===== src/rtl/ghr_checkpoint_unit.sv =====
// gshare global-history front end with a checkpoint FIFO for mispredict recovery.
// Define GHR_CKPT_ERR_EN to enable the sticky protocol error flag.
module ghr_checkpoint_unit #(
  parameter int HIST_W = 4,
  parameter int DEPTH  = 4
) (
  input  logic              clk,
  input  logic              rst,
  input  logic              fetch_valid,
  input  logic              fetch_is_branch,
  input  logic [31:0]       fetch_pc,
  input  logic              pred_taken,
  input  logic              stall,
  input  logic              branch_resolved,
  input  logic              branch_taken,
  input  logic              mispredict,
  output logic [HIST_W-1:0] index,
  output logic [HIST_W-1:0] ckpt_history,
  output logic [HIST_W-1:0] spec_ghr,
  output logic [HIST_W-1:0] arch_ghr,
  output logic              full,
  output logic              empty,
  output logic              fetch_hold,
  output logic              err
);

  localparam int PW = $clog2(DEPTH);
  localparam int CW = PW + 1;
  localparam logic [CW-1:0] DEPTH_C = CW'(DEPTH);

  logic [HIST_W-1:0] ckpt_q [DEPTH];
  logic [PW-1:0]     wr_ptr;
  logic [PW-1:0]     rd_ptr;
  logic [CW-1:0]     count;
  logic              push;
  logic              pop;
  logic              flush;
  logic              unused_pc;

  assign unused_pc    = ^fetch_pc[31:HIST_W];
  assign full         = (count == DEPTH_C);
  assign empty        = (count == '0);
  assign fetch_hold   = full & fetch_valid & fetch_is_branch;
  assign push         = fetch_valid & fetch_is_branch & ~stall & ~full;
  assign pop          = branch_resolved & ~empty;
  assign flush        = pop & mispredict;
  assign index        = spec_ghr ^ fetch_pc[HIST_W-1:0];
  assign ckpt_history = ckpt_q[rd_ptr];

  always_ff @(posedge clk or posedge rst) begin
    if (rst) begin
      spec_ghr <= '0;
      arch_ghr <= '0;
      wr_ptr   <= '0;
      rd_ptr   <= '0;
      count    <= '0;
      for (int i = 0; i < DEPTH; i++)
        ckpt_q[i] <= '0;
    end else begin
      if (pop)
        arch_ghr <= {arch_ghr[HIST_W-2:0], branch_taken};
      // Flush beats any same-cycle push: younger history is wrong-path.
      if (flush) begin
        spec_ghr <= {ckpt_history[HIST_W-2:0], branch_taken};
        wr_ptr   <= '0;
        rd_ptr   <= '0;
        count    <= '0;
      end else begin
        if (push) begin
          ckpt_q[wr_ptr] <= spec_ghr;
          wr_ptr         <= wr_ptr + 1'b1;
          spec_ghr       <= {spec_ghr[HIST_W-2:0], pred_taken};
        end
        if (pop)
          rd_ptr <= rd_ptr + 1'b1;
        unique case ({push, pop})
          2'b10:   count <= count + 1'b1;
          2'b01:   count <= count - 1'b1;
          default: count <= count;
        endcase
      end
    end
  end

`ifdef GHR_CKPT_ERR_EN
  logic err_q;
  always_ff @(posedge clk or posedge rst) begin
    if (rst)
      err_q <= 1'b0;
    else if ((branch_resolved & empty) |
             (fetch_valid & fetch_is_branch & ~stall & full & ~branch_resolved))
      err_q <= 1'b1;
  end
  assign err = err_q;
`else
  assign err = 1'b0;
`endif

endmodule


===== config.mk =====
export PLATFORM = sky130hd
export DESIGN_NAME = ghr_checkpoint_unit
export DESIGN_NICKNAME = d
export VERILOG_FILES = /design/src/rtl/ghr_checkpoint_unit.sv
export SDC_FILE = /design/constraint.sdc
export NUM_CORES = 1
export LEC_CHECK = 0
export ABC_AREA = 1
export CAP_MARGIN = 10
export CORE_MARGIN = 2
export CORE_UTILIZATION = 35
export DETAILED_ROUTE_END_ITERATION = 16
export PLACE_DENSITY_LB_ADDON = 0.08
export SETUP_SLACK_MARGIN = 0.02
export SLEW_MARGIN = 40
export SYNTH_ARGS = -nofsm -noshare
export SYNTH_HDL_FRONTEND = slang
export SYNTH_SLANG_ARGS = --single-unit

===== constraint.sdc =====
create_clock -name clk -period 1.9 [get_ports clk]
set_input_delay 0.19 -clock clk [delete_from_list [all_inputs] [get_ports clk]]
set_output_delay 0.19 -clock clk [all_outputs]
set_load 0.005 [all_outputs]

; Word level (Yosys, flattened, before mapping)
; Index checks and enable logic that the tools add are counted.
[totals]
word_cells = 53
out_inout_bits = 20
regBits = 31
inputBits = 41
[op_classes]
bitwise = 14
reduce_logical = 6
mux = 14
addsub = 4
eq_ne = 3
magnitude_cmp = 3
[op_table]
columns = cell, count
row1 = $mux W4, 5
row2 = $bwmux W16, 1
row3 = $bmux W4 S2, 1
row4 = $demux W4 S2, 1
row5 = $mux W2, 4
row6 = $and A1 B1 Y1, 7
row7 = $ge A3 B3 Y1 const B, 2
row8 = $not A2 Y3, 2
row9 = $pmux W3 S2, 1
row10 = $add A2 B1 Y2 const B, 2
row11 = $not A1 Y1, 4
row12 = $reduce_bool A2 Y1, 2
row13 = $xor A4 B4 Y4, 1
row14 = $add A3 B1 Y3 const B, 1
row15 = $eq A3 B3 Y1 const B, 1
row16 = $logic_not A3 Y1, 1
row17 = $lt A3 B1 Y1 const B, 1
row18 = $mux W3, 1
row19 = $reduce_bool A3 Y1, 1
row20 = $sub A3 B1 Y3 const B, 1
row21 = $eq A2 B1 Y1 const B, 1
row22 = $eq A2 B2 Y1 const B, 1
row23 = $reduce_and A2 Y1, 1
row24 = $logic_and A1 B1 Y1, 1

; Depth between registers and ports, before layout
; Gate-level depths: netlist of the first run.
[depth]
word_depth = 6
ltp_mapped = 13
mapped_depth_nobuf = 13

; Worst setup path before layout of the first run
; No wires, ideal clock.
[synth_timing]
kind = reg2reg
start = register count[1]
end = register count[2]
period_less_slack_ns = 1.541
path_slack_ns = 0.359
path_buffers = 0
path_stages_with_launch = 14
setup_time_ns = 0.117
t_arrival_ns = 1.424
required_time_ns = 1.783
path_cell_list = dfrtp_1 nor2_4 nand2_1 nand2_1 nand2_1 nand2_1 nand2_1 inv_1 ha_1 inv_1 nand2_1 nand2_1 nand3_1 nand2_1
[synth_between]
elab_chain_len = 6
word_cells_on_any_way = 14
classes_between = add/sub: 2 / eq/ne: 3 / mux: 2 / bitwise: 5 / reduce/logical: 2
[synth_lines]
columns = element, line_no
row1 = "start, declared", 34  ; logic [CW-1:0] count;
row2 = "start signal, assigned", 77  ; 2'b10: count <= count + 1'b1;
row3 = "start signal, assigned", 78  ; 2'b01: count <= count - 1'b1;
row4 = "start signal, assigned", 79  ; default: count <= count;
row5 = $eq A3 B3 Y1 / $logic_not A3 Y1 (equally long branches), "41, 42"
row6 = "$not A1 Y1, on equally long branches", "44, 45"
row7 = "$and A1 B1 Y1, on equally long branches", "44, 45"
row8 = $eq A2 B1 Y1 / $eq A2 B2 Y1 (equally long branches), 76  ; unique case ({push, pop})
row9 = $pmux W3 S2, 76
row10 = $mux W3, 63  ; if (flush) begin
; Parallel ways exist; a longest one is shown, timed or not.
; A chain may end at the register's enable or synchronous reset.

; Worst setup path in the final report of the first run
[layout_timing]
start = register rd_ptr[0]
end = output port ckpt_history[1]
[layout_between]
elab_chain_len = 4
[layout_lines]
columns = element, line_no
row1 = "start, declared", 33  ; logic [PW-1:0] rd_ptr;
row2 = "start signal, assigned", 75  ; rd_ptr <= rd_ptr + 1'b1;
row3 = $not A2 Y3 (implied by the code), 48  ; assign ckpt_history = ckpt_q[rd_ptr];
row4 = $bmux W4 S2, 48
row5 = $mux W4 (implied by the code) (2 in a row), 48
row6 = "end, declared", 18  ; output logic [HIST_W-1:0] ckpt_history,
; No other way between the ends. The select of a mux whose other input is x is not followed.

==> results by group, run 1 <==
Setup path
  • Crit path buffers/inverters: 2
  • Worst path depth: 4
  • Crit path max fanout: 8
  • WP data arrival: about 1.6 ns
  • Crit end category: primary output
  • Slowest cell on crit path: clkdlybuf4s50_1
  • Critical Path, Cell by Cell: buf_6, o21ai_0, o22ai_1, clkdlybuf4s50_1
  • Startpoint Class: flip-flop
  • CP required: 1.71 ns
  • CP delay by family, top: buffers and inverters
  • Slowest stage delay, CP: around 0.53 ns
  • CP Class: flip-flop to primary output
  • R2R cell count: 11

Logic synthesis
  • Sequential element share of the synthesized area: approximately 50%
  • Simple-Gate Fraction of Synth Area: between 20% and 30%
  • Syn Area/Cell: approximately 8.3 µm²
  • Synth Area in XOR/XNOR: ~2.2%
  • Synthesized area: about 1600 µm²
  • Register bit count reported by yosys: 31
  • Post-synthesis mux area share: 0%
  • Synth Area in Compound Gates: about 15%
  • Combinational family with the most area after synthesis: simple AND/OR/NAND/NOR gates
  • Yosys warns: 0
  • Distinct cells, synth: 26
  • Post-synthesis adder-cell area fraction: 3.95%
  • Syn_nets: between 200 and 250
  • Synth Instances: 190

Route
  • Pre-Repair DR Iteration Count: 4
  • Via-per-instance ratio: roughly 4.8
  • Via Count: between 1k and 1.5k
  • Final ANT Viol Nets: 0
  • Remaining DRCs: 0
  • Total routed wirelength: about 3.7 mm
  • Initial DRC Count: 60
  • Avg WL per Cell: about 13 µm

Cells and area
  • Number of diodes: 0
  • Layout cells sized above 1: between 10% and 20%
  • Multi-input gate area: just under 700 µm²
  • Fin nets: 278
  • # fillers: 409
  • Layout Cells excl Fill: about 290
  • Design area: 2100 µm²
  • Synth-to-layout area growth: 32.8%
  • End-of-flow core utilization: about half
  • Register Area: approximately 800 µm²

Die
  • Total core area: roughly 4400 µm²
  • Chip width: around 70 µm
  • Vert. Die Dim: roughly 70 µm
  • I/O Pins: just over 60
  • Initial Util: 36.4%
  • Row count: 24
  • Die area: 5080 µm²

STA
  • Minimum clock period: approximately 1.8 ns
  • Clk_skew: ~0.0055 ns
  • RSZ-0062 raised after global routing: no
  • Fin. max-slew vios: 0
  • Final Hold Vio Count: 0
  • Setup Total Neg Slack: 0 ns
  • Max Clk Rate: 547 MHz
  • Final Cycle Share: slightly below 100%
  • Final setup vio count: 0

Place
  • DP Cell Count: around 270
  • DP Wirelength: 2.65 mm
  • PortBufs: 31
  • Global placer's final weighted congestion: roughly 0.81
  • Placed cell area: around 2000 µm²

Clock network
  • H-tree depth: 2
  • Hold_buf cts: 0
  • Clk sinks: 31
  • Clk buf depth: 2
  • Clock root cell: clkbuf_8
  • Clock latency on the worst-skew pair: 0.28 ns
  • CTS tree: yes
  • Clk pin slew, worst setup/hold paths: 0.07 ns
  • CTS Buf Count: 5

GRT
  • Number of global-route vias before repair: approximately 1.3k
  • Total grt overflow: 0
  • GRT Resource Usage Total: between 10% and 20%
  • Global-route wire length before repair: between 6 and 7 mm
  • Initial antenna violation count: 0
  • Largest net degree at the start of global routing: 32

Min path
  • Class of the tightest hold or removal check: primary input to async pin

Job
  • Max capacitance violation total: 0

Run status
  • Status: finished clean

Power and ir drop
  • PwrDens: 1530 nW/µm²
  • Peak supply drop: 0.000634 V
  • Leakage: around 1.0 nW
cell usage after synthesis (all sizes together):
cell,n,share of area (%)
conb,1,0.24
nor2,13,3.6
xor2,4,2.2
buf,3,1.1
dfrtp,31,49
nand4,2,0.79
nand2,60,16
o211ai,3,1.4
a21oi,3,1.9
clkinv,1,0.24
nand3b,1,0.47
o221ai,1,0.55
o22ai,4,1.6
o21ai,31,9.8
nand3,3,0.95
ha,5,3.9
inv,24,5.8
cell type report:
class / instances / area share (%)
timing repair buffer: 38 / 17.5
inverter: 25 / 4.70
tap: 52 / 3.09
clock buffer: 8 / 4.76
multi-input combinational: 131 / 33.0
sequential: 31 / 36.9
report_power, final:
part	leakage, nW	switching, mW	internal, mW
Clock	0.0515	0.241	0.330
Combinational	0.592	0.747	0.769
Sequential	0.405	0.202	0.921
cells by family after synthesis:
kind of cell	after synthesis
AND/OR/NAND/NOR	79
AO/OA/AOI/OAI	42
flip-flops	31
buffers and inverters	28
adder cells (fa/ha/maj)	5
XOR/XNOR	4
other	1
placed cells by master, fill, tap and decap left out, types with 3 or more instances in the layout:
cell type        netlist  final
inv_2                  4      5
o22ai_1                4      4
o211ai_1               3      3
clkbuf_8               0      7
xor2_1                 4      4
ha_1                   5      5
o21ai_0                9      9
buf_4                  1      6
clkdlybuf4s50_1        0     29
nor2_1                12     12
o21ai_1               22     22
inv_1                 19     17
nand2_4                4      4
nand2_1               54     54
nand3_1                3      3
dfrtp_1               31     30
per-layer routing:
layer  share of wire, %  wire (µm)  global-route usage [%]  vias up
li1                   -          -                       -      698
met1                 47       1730                    20.7      643
met2                 47       1720                    24.5       34
met3                4.6        169                    3.52        5
met4                1.1         39                    5.24        0
met5                  0          0                       0        -
final timing paths:
check	start	end	slack (ns)
worst min-delay path	rst	ckpt_q[3]	0.30
min in group clk	arch_ghr[3]	arch_ghr[3]	0.48
worst max-delay path	rd_ptr[0]	ckpt_history[1]	0.07
worst max register to register	count[1]	count[2]	0.21
max in group asynchronous	rst	rd_ptr[1]	1.28
worst min register to register	arch_ghr[3]	arch_ghr[3]	0.48
registers in the layout (all words and copies together) (netlist names):
name,flops
spec_ghr,4
arch_ghr,4
ckpt_q,16
wr_ptr,2
count,3
rd_ptr,2
metrics by stage:
stage	power (mW)	worst slack, ns	hold slack, ns
final	3.21	0.0709	0.301
after global routing	3.49	0.0122	0.364
after CTS	3.19	0.0413	0.323
after detailed placement	2.62	0.130	0.473
after global placement	2.58	0.146	0.462
after floorplan	1.94	0.359	0.294
tightest hold or removal path, cell delays in order:
cell	delay, ns
clkdlybuf4s50_1	0.40
inv_1	0.05
buf_4	0.36
what timing repair did:
action                                  CTS  global route
resized for setup                         4             3
buffers inserted                          0             3
pin swaps                                 1             2
endpoints found under the setup margin    4             2
Power figures use the tool's default switching activity.
==> run 2: changes to the inputs <==
--- a/config.mk
+++ b/config.mk
@@ -10,6 +10,7 @@
 export CORE_MARGIN = 2
 export CORE_UTILIZATION = 35
 export DETAILED_ROUTE_END_ITERATION = 16
+export MAX_ROUTING_LAYER = met4
 export PLACE_DENSITY_LB_ADDON = 0.08
 export SETUP_SLACK_MARGIN = 0.02
 export SLEW_MARGIN = 40
==> run 2 against run 1 <==
Net effect: via count down 0.58%; largest power group unchanged; highest routed layer unchanged; sequential power about the same; cell count did not move; cell area is the same; flip-flop and latch count unchanged; wire length about the same; clock power decreased by 0.9%; clock skew about the same; global-route usage grew 0.53 points; clock-buffer cell count is the same; setup slack better by 0.0043 ns.
==> results by group, run 2 (same netlist as run 1, synthesis figures left out) <==
Run status
  • Status: finished clean

Clock network
  • Clk buf depth: 2 (unchanged)
  • CTS tree: yes
  • CTS Buf Count: 5 (unchanged)
  • Clk pin slew, worst setup/hold paths: 0.07 ns (about the same)
  • H-tree depth: 2 (unchanged)
  • Clock root cell: clkbuf_8
  • Clock latency on the worst-skew pair: 0.27 ns (about the same)
  • Clk sinks: 31 (unchanged)

GRT
  • Global-route wire length before repair: 6.09 mm (+0.33%)
  • Largest net degree at the start of global routing: 32 (unchanged)
  • GRT Resource Usage Total: 15.9% (+0.53 points)
  • Initial antenna violation count: 0 (unchanged)
  • Number of global-route vias before repair: 1296 (-0.61%)
  • Total grt overflow: 0 (unchanged)

STA
  • Clk_skew: 0.00590 ns (+0.000376 ns)
  • Final setup vio count: 0 (unchanged)
  • Final Hold Vio Count: 0 (unchanged)
  • Fin. max-slew vios: 0 (unchanged)
  • WHS: 0.311 ns (+0.00956 ns)
  • Setup Total Neg Slack: 0 ns (unchanged)
  • RSZ-0062 raised after global routing: no
  • Minimum clock period: 1.82 ns (-0.00426 ns)
  • Max Clk Rate: 548 MHz (+0.23%)
  • Final Cycle Share: 96.0% (-0.22 points)

Route
  • Via Count: 1372 (-0.58%)
  • Remaining DRCs: 0 (unchanged)
  • Final ANT Viol Nets: 0 (unchanged)
  • Avg WL per Cell: 12.8 µm (about the same)
  • Pre-Repair DR Iteration Count: 4 (unchanged)
  • Via-per-instance ratio: 4.81 (-0.58%)
  • Initial DRC Count: 85 (+42%)
  • Total routed wirelength: 3.66 mm (about the same)

Cells and area
  • Layout Cells excl Fill: 285 (unchanged)
  • Largest Register: ckpt_q
  • Layout cells sized above 1: 13.3% (unchanged)
  • Most frequent cells in the layout: nand2_1 (54), dfrtp_1 (30), clkdlybuf4s50_1 (29)
  • Max reg flops: 16 (unchanged)
  • Biggest registers after layout: ckpt_q (16), arch_ghr (4), spec_ghr (4)
  • End-of-flow core utilization: 48.3% (unchanged)
  • Fin nets: 278 (unchanged)
  • Most common cell after layout, fill and taps aside: nand2_1
  • # fillers: 409 (unchanged)
  • Number of diodes: 0 (unchanged)
  • Synth-to-layout area growth: 32.8% (unchanged)

Setup path
  • CP required: 1.71 ns (about the same)
  • Crit path max fanout: 8 (unchanged)
  • WP data arrival: 1.63 ns (about the same)
  • Crit end category: primary output
  • Startpoint Class: flip-flop
  • CP Class: flip-flop to primary output

Die
  • I/O Pins: 61 (unchanged)
  • Chip width: 71.3 µm (unchanged)
  • Vert. Die Dim: 71.3 µm (unchanged)
  • Initial Util: 36.4% (unchanged)
  • Die area: 5080 µm² (unchanged)
  • Total core area: 4350 µm² (unchanged)
  • Row count: 24 (unchanged)

Place
  • Global placer's final weighted congestion: 0.821 (+1.5%)
  • DP Cell Count: 274 (unchanged)
  • PortBufs: 31 (unchanged)
  • DP Wirelength: 2.65 mm (unchanged)

Power and ir drop
  • PwrDens: 1520 nW/µm² (-0.13%)
  • Total power: 3.21 mW (-0.13%)
  • Peak supply drop: 0.000632 V (-0.28%)
  • Leakage: 1.05 nW (unchanged)

Job
  • Max capacitance violation total: 0 (unchanged)

Min path
  • Class of the tightest hold or removal check: primary input to async pin
-- run 2: metrics by stage --
stage	cell area, µm²	setup slack, ns
2_1_floorplan	1580	0.359
5_1_grt	2100	0.0104
6_report	2100	0.0751
3_5_place_dp	1970	0.130
4_1_cts	2070	0.0413
3_3_place_gp	1970	0.146
-- run 2: critical path, cell delays in order (launching register included) --
cell             delay, ns
dfrtp_1               0.40
buf_6                 0.15
o21ai_0               0.08
o22ai_1               0.19
clkdlybuf4s50_1       0.53
-- run 2: final cells by class --
type	count	area, µm²	area share, %
timing repair buffer	38	368	17.5
multi-input combinational	131	694	33.0
tap	52	65.1	3.09
sequential	31	777	36.9
clock buffer	8	100	4.76
inverter	25	98.8	4.70
-- run 2: final timing paths --
| check | depth (start not counted) | start | to | slack [ns] |
|---|---|---|---|---|
| max in group asynchronous | 3 | rst | rd_ptr[1] | 1.27 |
| setup reg to reg | 11 | count[1] | count[2] | 0.21 |
| min in group clk | 2 | arch_ghr[3] | arch_ghr[3] | 0.48 |
| hold / removal | 3 | rst | ckpt_q[3] | 0.31 |
| hold reg to reg | 2 | arch_ghr[3] | arch_ghr[3] | 0.48 |
| setup / recovery | 4 | rd_ptr[0] | ckpt_history[1] | 0.08 |
-- run 2: timing repair --
| action | CTS | global route |
|---|---|---|
| hold buffers | 0 | 0 |
| cloned | 0 | 0 |
| resized for setup | 4 | 3 |
| endpoints found under the hold margin | 0 | 0 |
| setup buffers | 0 | 3 |
| setup endpoints to repair | 4 | 2 |
| pin swaps | 1 | 2 |
-- run 2: report_power, final --
| group | internal, mW | switching (mW) |
|---|---|---|
| sequential | 0.921 | 0.202 |
| combinational | 0.769 | 0.747 |
| clock | 0.330 | 0.237 |
-- run 2: metal layers --
metal | GRT usage [%] | up-vias | share of wire, %
met5 | - | - | 0
met4 | 5.24 | 0 | 1.1
met3 | 3.38 | 4 | 3.7
met2 | 24.5 | 31 | 47
met1 | 21.0 | 639 | 48
li1 | - | 698 | -
==> run 3: changes to the inputs <==
--- a/config.mk
+++ b/config.mk
@@ -9,6 +9,7 @@
 export CAP_MARGIN = 10
 export CORE_MARGIN = 2
 export CORE_UTILIZATION = 35
+export CTS_CLUSTER_DIAMETER = 100
 export DETAILED_ROUTE_END_ITERATION = 16
 export MAX_ROUTING_LAYER = met4
 export PLACE_DENSITY_LB_ADDON = 0.08
==> results of run 3 <==
Same layout as run 2: the final DEF is identical, and so are final timing and power.
